<file path="config.mk">
export PLATFORM = sky130hd
export DESIGN_NAME = sci_serial_peer_flat
export DESIGN_NICKNAME = d
export VERILOG_FILES = /design/src/rtl/sci_serial_peer_if.sv /design/src/rtl/sci_serial_peer.sv /design/src/flat_wrapper.sv
export SDC_FILE = /design/constraint.sdc
export NUM_CORES = 1
export LEC_CHECK = 0
export ABC_CLOCK_PERIOD_IN_PS = 3700
export CAP_MARGIN = 20
export CELL_PAD_IN_SITES_DETAIL_PLACEMENT = 1
export CELL_PAD_IN_SITES_GLOBAL_PLACEMENT = 1
export CORE_MARGIN = 2
export CORE_UTILIZATION = 30
export CTS_CLUSTER_SIZE = 10
export DETAILED_ROUTE_END_ITERATION = 10
export GPL_TIMING_DRIVEN = 0
export HOLD_SLACK_MARGIN = 0.15
export PLACE_DENSITY = 0.59
export SKIP_CTS_REPAIR_TIMING = 1
export SYNTH_ARGS = -nofsm -noshare
export SYNTH_HDL_FRONTEND = slang
export SYNTH_SLANG_ARGS = --single-unit
export TNS_END_PERCENT = 50
</file>
<file path="constraint.sdc">
create_clock -name i_clk -period 3.7 [get_ports i_clk]
set_clock_uncertainty 0.15 [all_clocks]
set_input_delay 0.74 -clock i_clk [delete_from_list [all_inputs] [get_ports i_clk]]
set_output_delay 0.74 -clock i_clk [all_outputs]
set_load 0.01 [all_outputs]
</file>
<file path="src/rtl/sci_serial_peer_if.sv">
// Signal bundle between the SCI serial peer and whatever drives it (host model or bench).
// The slave modport is the peer's view; master is the driving side.
interface sci_serial_peer_if;
  logic       ce;
  logic       baud16_ce;
  logic       pe;
  logic       oe;
  logic       stop;
  logic       rxd_in;
  logic       txd_out;
  logic [7:0] tx_data;
  logic       tx_valid;
  logic       tx_ready;
  logic       tx_busy;
  logic [7:0] rx_data;
  logic       rx_valid;
  logic       rx_ack;
  logic       rx_per;
  logic       rx_fer;
  logic       rx_orer;

  modport slave (
    input  ce, baud16_ce, pe, oe, stop, rxd_in, tx_data, tx_valid, rx_ack,
    output txd_out, tx_ready, tx_busy, rx_data, rx_valid, rx_per, rx_fer, rx_orer
  );

  modport master (
    output ce, baud16_ce, pe, oe, stop, rxd_in, tx_data, tx_valid, rx_ack,
    input  txd_out, tx_ready, tx_busy, rx_data, rx_valid, rx_per, rx_fer, rx_orer
  );
endinterface

</file>
<file path="src/rtl/sci_serial_peer.sv">
// Async-mode serial endpoint facing an SH7604 SCI: independent 16x-oversampled
// transmitter (with one-byte holding register) and receiver with error flags.
module sci_serial_peer #(
  parameter int OVS = 16
) (
  input  logic           i_clk,
  input  logic           i_rst_n,
  sci_serial_peer_if.slave io_bus
);
  localparam int CW = $clog2(OVS);
  localparam logic [CW-1:0] MID  = CW'(OVS / 2 - 1);
  localparam logic [CW-1:0] LAST = CW'(OVS - 1);

  typedef enum logic [2:0] {TX_IDLE, TX_START, TX_DATA, TX_PAR, TX_STOP} tx_state_t;
  typedef enum logic [2:0] {RX_IDLE, RX_START, RX_DATA, RX_PAR, RX_STOP, RX_WAIT} rx_state_t;

  function automatic logic parity_bit(input logic [7:0] d, input logic odd);
    return (^d) ^ odd;
  endfunction

  logic w_tick;
  assign w_tick = io_bus.ce & io_bus.baud16_ce;

  tx_state_t      r_tx_state;
  logic [CW-1:0]  r_tx_cnt;
  logic [2:0]     r_tx_bit;
  logic [7:0]     r_hold;
  logic [7:0]     r_tx_shift;
  logic           r_tx_ready;
  logic           r_tx_busy;
  logic           r_txd;
  logic           r_tx_pe;
  logic           r_tx_stop2;
  logic           r_tx_second;
  logic           r_tx_par;

  logic w_tx_bnd;
  logic w_tx_stop_end;
  logic w_tx_go;

  // r_tx_cnt holds the index of the next tick within the bit, so zero marks a bit boundary
  assign w_tx_bnd      = (r_tx_cnt == '0);
  assign w_tx_stop_end = (r_tx_state == TX_STOP) && w_tx_bnd && (!r_tx_stop2 || r_tx_second);
  assign w_tx_go       = w_tick && !r_tx_ready && ((r_tx_state == TX_IDLE) || w_tx_stop_end);

  always_ff @(posedge i_clk) begin
    if (!i_rst_n) begin
      r_tx_state  <= TX_IDLE;
      r_tx_cnt    <= '0;
      r_tx_bit    <= '0;
      r_tx_ready  <= 1'b1;
      r_tx_busy   <= 1'b0;
      r_txd       <= 1'b1;
      r_tx_pe     <= 1'b0;
      r_tx_stop2  <= 1'b0;
      r_tx_second <= 1'b0;
      r_tx_par    <= 1'b0;
    end else if (io_bus.ce) begin
      if (io_bus.tx_valid && r_tx_ready) begin
        r_hold     <= io_bus.tx_data;
        r_tx_ready <= 1'b0;
      end
      if (w_tx_go) begin
        r_tx_state  <= TX_START;
        r_txd       <= 1'b0;
        r_tx_shift  <= r_hold;
        r_tx_ready  <= 1'b1;
        r_tx_busy   <= 1'b1;
        r_tx_cnt    <= CW'(1);
        r_tx_pe     <= io_bus.pe;
        r_tx_stop2  <= io_bus.stop;
        r_tx_par    <= parity_bit(r_hold, io_bus.oe);
        r_tx_second <= 1'b0;
      end else if (w_tick && (r_tx_state != TX_IDLE)) begin
        r_tx_cnt <= r_tx_cnt + 1'b1;
        if (w_tx_bnd) begin
          case (r_tx_state)
            TX_START: begin
              r_tx_state <= TX_DATA;
              r_txd      <= r_tx_shift[0];
              r_tx_bit   <= '0;
            end
            TX_DATA: begin
              if (r_tx_bit == 3'd7) begin
                r_tx_state  <= r_tx_pe ? TX_PAR : TX_STOP;
                r_txd       <= r_tx_pe ? r_tx_par : 1'b1;
                r_tx_second <= 1'b0;
              end else begin
                r_tx_bit   <= r_tx_bit + 1'b1;
                r_tx_shift <= {1'b0, r_tx_shift[7:1]};
                r_txd      <= r_tx_shift[1];
              end
            end
            TX_PAR: begin
              r_tx_state <= TX_STOP;
              r_txd      <= 1'b1;
            end
            TX_STOP: begin
              if (w_tx_stop_end) begin
                r_tx_state <= TX_IDLE;
                r_tx_busy  <= 1'b0;
                r_txd      <= 1'b1;
              end else begin
                r_tx_second <= 1'b1;
              end
            end
            default: r_tx_state <= TX_IDLE;
          endcase
        end
      end
    end
  end

  rx_state_t      r_rx_state;
  logic [CW-1:0]  r_rx_cnt;
  logic [2:0]     r_rx_bit;
  logic [7:0]     r_rx_shift;
  logic           r_rxd_p0;
  logic           r_rxd_p1;
  logic           r_rx_pe;
  logic           r_rx_oe;
  logic           r_rx_perr;
  logic [7:0]     r_rx_data;
  logic           r_rx_valid;
  logic           r_rx_per;
  logic           r_rx_fer;
  logic           r_rx_orer;

  logic w_rxd;
  logic w_rx_smp;
  logic w_rx_load;
  logic w_rx_take;

  assign w_rxd     = r_rxd_p1;
  assign w_rx_smp  = w_tick && (r_rx_cnt == LAST);
  assign w_rx_load = (r_rx_state == RX_STOP) && w_rx_smp;
  assign w_rx_take = w_rx_load && (!r_rx_valid || io_bus.rx_ack);

  always_ff @(posedge i_clk) begin
    if (!i_rst_n) begin
      r_rx_state <= RX_IDLE;
      r_rx_cnt   <= '0;
      r_rx_bit   <= '0;
      r_rxd_p0   <= 1'b1;
      r_rxd_p1   <= 1'b1;
      r_rx_pe    <= 1'b0;
      r_rx_oe    <= 1'b0;
      r_rx_perr  <= 1'b0;
      r_rx_data  <= '0;
      r_rx_valid <= 1'b0;
      r_rx_per   <= 1'b0;
      r_rx_fer   <= 1'b0;
      r_rx_orer  <= 1'b0;
    end else if (io_bus.ce) begin
      // input synchronizer stage p0 -> p1
      r_rxd_p0 <= io_bus.rxd_in;
      r_rxd_p1 <= r_rxd_p0;
      if (w_rx_take) begin
        r_rx_data  <= r_rx_shift;
        r_rx_valid <= 1'b1;
        r_rx_per   <= r_rx_perr;
        r_rx_fer   <= !w_rxd;
        if (io_bus.rx_ack) r_rx_orer <= 1'b0;
      end else if (w_rx_load) begin
        r_rx_orer <= 1'b1;
      end else if (io_bus.rx_ack) begin
        r_rx_valid <= 1'b0;
        r_rx_orer  <= 1'b0;
      end
      if (w_tick) begin
        case (r_rx_state)
          RX_IDLE: begin
            if (!w_rxd) begin
              r_rx_state <= RX_START;
              r_rx_cnt   <= '0;
              r_rx_bit   <= '0;
              r_rx_pe    <= io_bus.pe;
              r_rx_oe    <= io_bus.oe;
              r_rx_perr  <= 1'b0;
            end
          end
          RX_START: begin
            if (r_rx_cnt == MID) begin
              r_rx_state <= w_rxd ? RX_IDLE : RX_DATA;
              r_rx_cnt   <= '0;
            end else begin
              r_rx_cnt <= r_rx_cnt + 1'b1;
            end
          end
          RX_DATA, RX_PAR, RX_STOP: begin
            r_rx_cnt <= w_rx_smp ? '0 : r_rx_cnt + 1'b1;
            if (w_rx_smp) begin
              if (r_rx_state == RX_DATA) begin
                r_rx_shift <= {w_rxd, r_rx_shift[7:1]};
                r_rx_bit   <= r_rx_bit + 1'b1;
                if (r_rx_bit == 3'd7) r_rx_state <= r_rx_pe ? RX_PAR : RX_STOP;
              end else if (r_rx_state == RX_PAR) begin
                r_rx_perr  <= parity_bit(r_rx_shift, r_rx_oe) != w_rxd;
                r_rx_state <= RX_STOP;
              end else begin
                r_rx_state <= w_rxd ? RX_IDLE : RX_WAIT;
              end
            end
          end
          RX_WAIT: if (w_rxd) r_rx_state <= RX_IDLE;
          default: r_rx_state <= RX_IDLE;
        endcase
      end
    end
  end

  assign io_bus.txd_out  = r_txd;
  assign io_bus.tx_ready = r_tx_ready;
  assign io_bus.tx_busy  = r_tx_busy;
  assign io_bus.rx_data  = r_rx_data;
  assign io_bus.rx_valid = r_rx_valid;
  assign io_bus.rx_per   = r_rx_per;
  assign io_bus.rx_fer   = r_rx_fer;
  assign io_bus.rx_orer  = r_rx_orer;
endmodule

</file>
<file path="src/flat_wrapper.sv">
// flat-port wrapper written by rule: the top's interface ports become plain ports
module sci_serial_peer_flat 
#(
  parameter int OVS = 16
)
  (i_clk, i_rst_n, io_bus_ce, io_bus_baud16_ce, io_bus_pe, io_bus_oe, io_bus_stop, io_bus_rxd_in, io_bus_tx_data, io_bus_tx_valid, io_bus_rx_ack, io_bus_txd_out, io_bus_tx_ready, io_bus_tx_busy, io_bus_rx_data, io_bus_rx_valid, io_bus_rx_per, io_bus_rx_fer, io_bus_rx_orer);
  sci_serial_peer_if io_bus_i ();
  input  logic i_clk;
  input  logic i_rst_n;
  input wire logic [$bits(io_bus_i.ce)-1:0] io_bus_ce;
  input wire logic [$bits(io_bus_i.baud16_ce)-1:0] io_bus_baud16_ce;
  input wire logic [$bits(io_bus_i.pe)-1:0] io_bus_pe;
  input wire logic [$bits(io_bus_i.oe)-1:0] io_bus_oe;
  input wire logic [$bits(io_bus_i.stop)-1:0] io_bus_stop;
  input wire logic [$bits(io_bus_i.rxd_in)-1:0] io_bus_rxd_in;
  input wire logic [$bits(io_bus_i.tx_data)-1:0] io_bus_tx_data;
  input wire logic [$bits(io_bus_i.tx_valid)-1:0] io_bus_tx_valid;
  input wire logic [$bits(io_bus_i.rx_ack)-1:0] io_bus_rx_ack;
  output wire logic [$bits(io_bus_i.txd_out)-1:0] io_bus_txd_out;
  output wire logic [$bits(io_bus_i.tx_ready)-1:0] io_bus_tx_ready;
  output wire logic [$bits(io_bus_i.tx_busy)-1:0] io_bus_tx_busy;
  output wire logic [$bits(io_bus_i.rx_data)-1:0] io_bus_rx_data;
  output wire logic [$bits(io_bus_i.rx_valid)-1:0] io_bus_rx_valid;
  output wire logic [$bits(io_bus_i.rx_per)-1:0] io_bus_rx_per;
  output wire logic [$bits(io_bus_i.rx_fer)-1:0] io_bus_rx_fer;
  output wire logic [$bits(io_bus_i.rx_orer)-1:0] io_bus_rx_orer;
  assign io_bus_i.ce = io_bus_ce;
  assign io_bus_i.baud16_ce = io_bus_baud16_ce;
  assign io_bus_i.pe = io_bus_pe;
  assign io_bus_i.oe = io_bus_oe;
  assign io_bus_i.stop = io_bus_stop;
  assign io_bus_i.rxd_in = io_bus_rxd_in;
  assign io_bus_i.tx_data = io_bus_tx_data;
  assign io_bus_i.tx_valid = io_bus_tx_valid;
  assign io_bus_i.rx_ack = io_bus_rx_ack;
  assign io_bus_txd_out = io_bus_i.txd_out;
  assign io_bus_tx_ready = io_bus_i.tx_ready;
  assign io_bus_tx_busy = io_bus_i.tx_busy;
  assign io_bus_rx_data = io_bus_i.rx_data;
  assign io_bus_rx_valid = io_bus_i.rx_valid;
  assign io_bus_rx_per = io_bus_i.rx_per;
  assign io_bus_rx_fer = io_bus_i.rx_fer;
  assign io_bus_rx_orer = io_bus_i.rx_orer;
  sci_serial_peer #(.OVS(OVS)) u_core (.i_clk(i_clk), .i_rst_n(i_rst_n), .io_bus(io_bus_i));
endmodule
</file>
==> results.md <==
- Crit path time final: 3360 ps
- VDD IR max: 223 uV
- Crit end category: flip-flop
- DRT antenna net count: 0
- Mapped Area: between 0.003 and 0.004 mm^2
- Fill count: between 1k and 1.5k
- Post-Syn Nets: approximately 340
- Ant. Diodes: 0
- Multi-input combinational cell area: between 0.0015 and 0.002 mm^2
- Dpl ws: -92.3 ps
- Rows: 38
- RSZ-0062 raised after global routing: no
- Register area share after synthesis: 47.5%
- Warnings from Yosys: 0
- Average routed wire per standard cell: 15.2 um
- Period Utilization, post-route: 90.8%
- Compound-Gate Fraction of Synth Area: 11.8%
- Crit path DAT: 3190 ps
- Ys async rst share: 0%
- Syn Inst Count: 316
- Largest net degree at the start of global routing: 13
- Slew Viols, Final: 0
- Initial DRC count: 88
- Buffers on Ports: 32
- Placer congestion estimate: between 0.7 and 0.8
- Hold Vio Cnt, Final: 0
- Post-synthesis mux area share: 9.01%
- # nets final: ~380
- Via count: 2,402
- FF+latch count, synth: 68
- CP Class: input pin to flip-flop
- First-pass GRT wire length: 12,900 um
- Core Region: 0.0109 mm^2
- Synth Area in Adders: 2.60%
- Ys flop type: dfxtp_1
- Die H: 110 um
- Total GRT Usage: 14.2%
- Power density cells: 380 mW/mm^2
- Syn Area/Cell: 10.7 um^2
- Maximum root-to-sink buffer count: 2
- Fin cells: 504
- Total gr overflow: 0
- Initial antenna violation count: 0
- Vias in the first global route: approximately 2.5k
- Setup violators final: 0
- Hold crit path type: flip-flop to flip-flop
- WHS Path Cells: 0
- PnR Total Power: 1560 uW
- 1st-pass router iterations: 4
- Num CTS Buffers: 9
- Static Leakage: 0.00149 uW
- Max FO, Critical Path: 10
- Die Width: about 110 um
- Max cap viols: 0
- Final HPWL DP: 5580 um
- Highest routed layer: met4
- Routed length on met2: 3560 um
- CTS H-tree depth: 3
- Clk slew on worst S/H paths: 70 ps
- Vias/cell: 4.77
- Worst skew pair latency: 350 ps
- Initial Utilization: between 30 and 40%
- Crit start category: input pin
- CTS tree: yes
- DRC: 0
- Post-Synth XOR/XNOR Area: 5.75%
- Final worst setup slack: 341 ps
- Transition time of the tightest slew-check pin: 940 ps
- Status: finished, final reports clean
- F_max: 0.298 GHz
- Layout cells sized above 1: 13.5%
- I/O Pins: 33
- Met3 WL post-DR: 278 um
- Seq. cell area: 0.00160 mm^2
- Die Area: 0.0121 mm^2
- FF-to-FF setup slack: 840 ps
- Finished Core Util: 37.6%
- Dpl cells: 488
- Combinational family with the most area after synthesis: simple AND/OR/NAND/NOR gates
- Clock tree root driver cell: clkbuf_8
- Total Wirelength: approximately 7600 um
- Required @ worst endpoint: 3530 ps
- Netlist cell types: 63
- Met1 WL: 3750 um
- Simple-gate area share of the yosys netlist: 20.1%
- Worst slew margin: 36.8%
- EDFF count, synth: 24
- R2R depth: 8
- Sink Count: approximately 70
- Area grow syn2layout: 21.3%
[critical path, stage by stage]
cell	delay [ps]
clkdlybuf4s50_1	550
nand2_1	280
nor4_4	600
nand2_4	160
buf_6	210
a21oi_1	630
[through the flow]
| step | area, um^2 | setup TNS [ps] | hold slack, ps |
|---|---|---|---|
| global placement | 3870 | -2000 | 259 |
| detailed placement | 3870 | -736 | 261 |
| floorplan | 3370 | 0 | 253 |
| finish | 4090 | 0 | 278 |
| global route | 4090 | 0 | 284 |
| CTS | 4090 | 0 | 279 |
[synthesized netlist by cell type (3+ instances only)]
| library cell | number | area share (%) |
|---|---|---|
| nor2_1 | 20 | 2.2 |
| mux2_2 | 3 | 1.0 |
| inv_1 | 8 | 0.89 |
| a21oi_1 | 5 | 0.74 |
| nor3_2 | 3 | 0.89 |
| nand3b_1 | 3 | 0.67 |
| dfxtp_1 | 44 | 26 |
| or3_1 | 4 | 0.74 |
| clkbuf_1 | 4 | 0.44 |
| and2_1 | 7 | 1.3 |
| o21ai_1 | 3 | 0.44 |
| nand3_1 | 10 | 1.5 |
| edfxtp_1 | 24 | 21 |
| buf_2 | 8 | 1.2 |
| mux2_4 | 4 | 1.8 |
| nor2b_1 | 21 | 3.9 |
| mux2i_1 | 21 | 6.2 |
| a21boi_1 | 6 | 1.3 |
| o211ai_1 | 3 | 0.67 |
| o21ai_0 | 5 | 0.74 |
| xor2_1 | 3 | 0.78 |
| nand2_1 | 31 | 3.4 |
| nand2b_1 | 4 | 0.74 |
| ha_1 | 7 | 2.6 |
| xnor2_1 | 14 | 3.6 |
| a21boi_0 | 6 | 1.3 |
[per-layer routing]
| metal | vias to the layer above | GRT usage, % |
|---|---|---|
| met5 | - | 0 |
| met1 | 1153 | 18.3 |
| li1 | 1211 | - |
| met3 | 5 | 4.76 |
| met2 | 33 | 22.1 |
| met4 | 0 | 4.79 |
[final cells by class]
| cell class | count | share of cell area [%] |
|---|---|---|
| Clock inverter | 6 | 2.17 |
| Sequential cell | 68 | 39.1 |
| Multi-Input combinational cell | 226 | 40.8 |
| Tap cell | 140 | 4.28 |
| Timing Repair Buffer | 32 | 7.83 |
| Buffer | 14 | 1.90 |
| Inverter | 8 | 0.734 |
| Clock buffer | 10 | 3.12 |
[registers in the layout, indices dropped and copies added (netlist names), 3 cells and up]
name                   cells
u_core.r_tx_state          3
u_core.r_tx_bit            3
u_core.r_rx_cnt            4
u_core.r_hold              8
u_core.r_tx_shift          8
u_core.r_tx_cnt            4
u_core.r_rx_state          3
u_core.io_bus.rx_data      8
u_core.r_rx_bit            3
u_core.r_rx_shift          8
[report_power, final]
part / switching [uW] / internal [uW] / total (uW)
Clock: 298 / 379 / 677
Combinational: 47.2 / 48.1 / 95.3
Sequential: 5.86 / 778 / 784
Total: 351 / 1210 / 1560
[cell usage in the layout, fill, tap and decap left out, drive strengths merged, types with 7 or more instances in the layout]
cell type / instances
mux2i: 21
nor2: 20
nand3: 10
a21boi: 12
nor2b: 21
dfxtp: 44
o21ai: 10
nand2: 34
xnor2: 14
inv: 8
edfxtp: 24
clkdlybuf4s50: 32
mux2: 7
and2: 7
clkbuf: 14
ha: 7
buf: 10
[logic make-up after synthesis]
group | Yosys count
AOI/OAI and AO/OA | 50
xor gates and xnor gates | 19
muxes | 28
adders and majority gates | 7
and+or+nand+nor | 122
DFF | 68
buffers and inverters | 22
[path summary, 6_finish.rpt]
check	from	to
max	io_bus_baud16_ce	u_core.r_tx_shift[0]$_DFFE_PP_
min	u_core.r_rxd_p1$_SDFFE_PN1P_	u_core.r_rx_shift[7]$_DFFE_PP_
max reg2reg	u_core.r_tx_cnt[0]$_SDFFE_PN0P_	u_core.r_tx_shift[0]$_DFFE_PP_
min reg2reg	u_core.r_rxd_p1$_SDFFE_PN1P_	u_core.r_rx_shift[7]$_DFFE_PP_
Power figures use the tool's default switching activity.
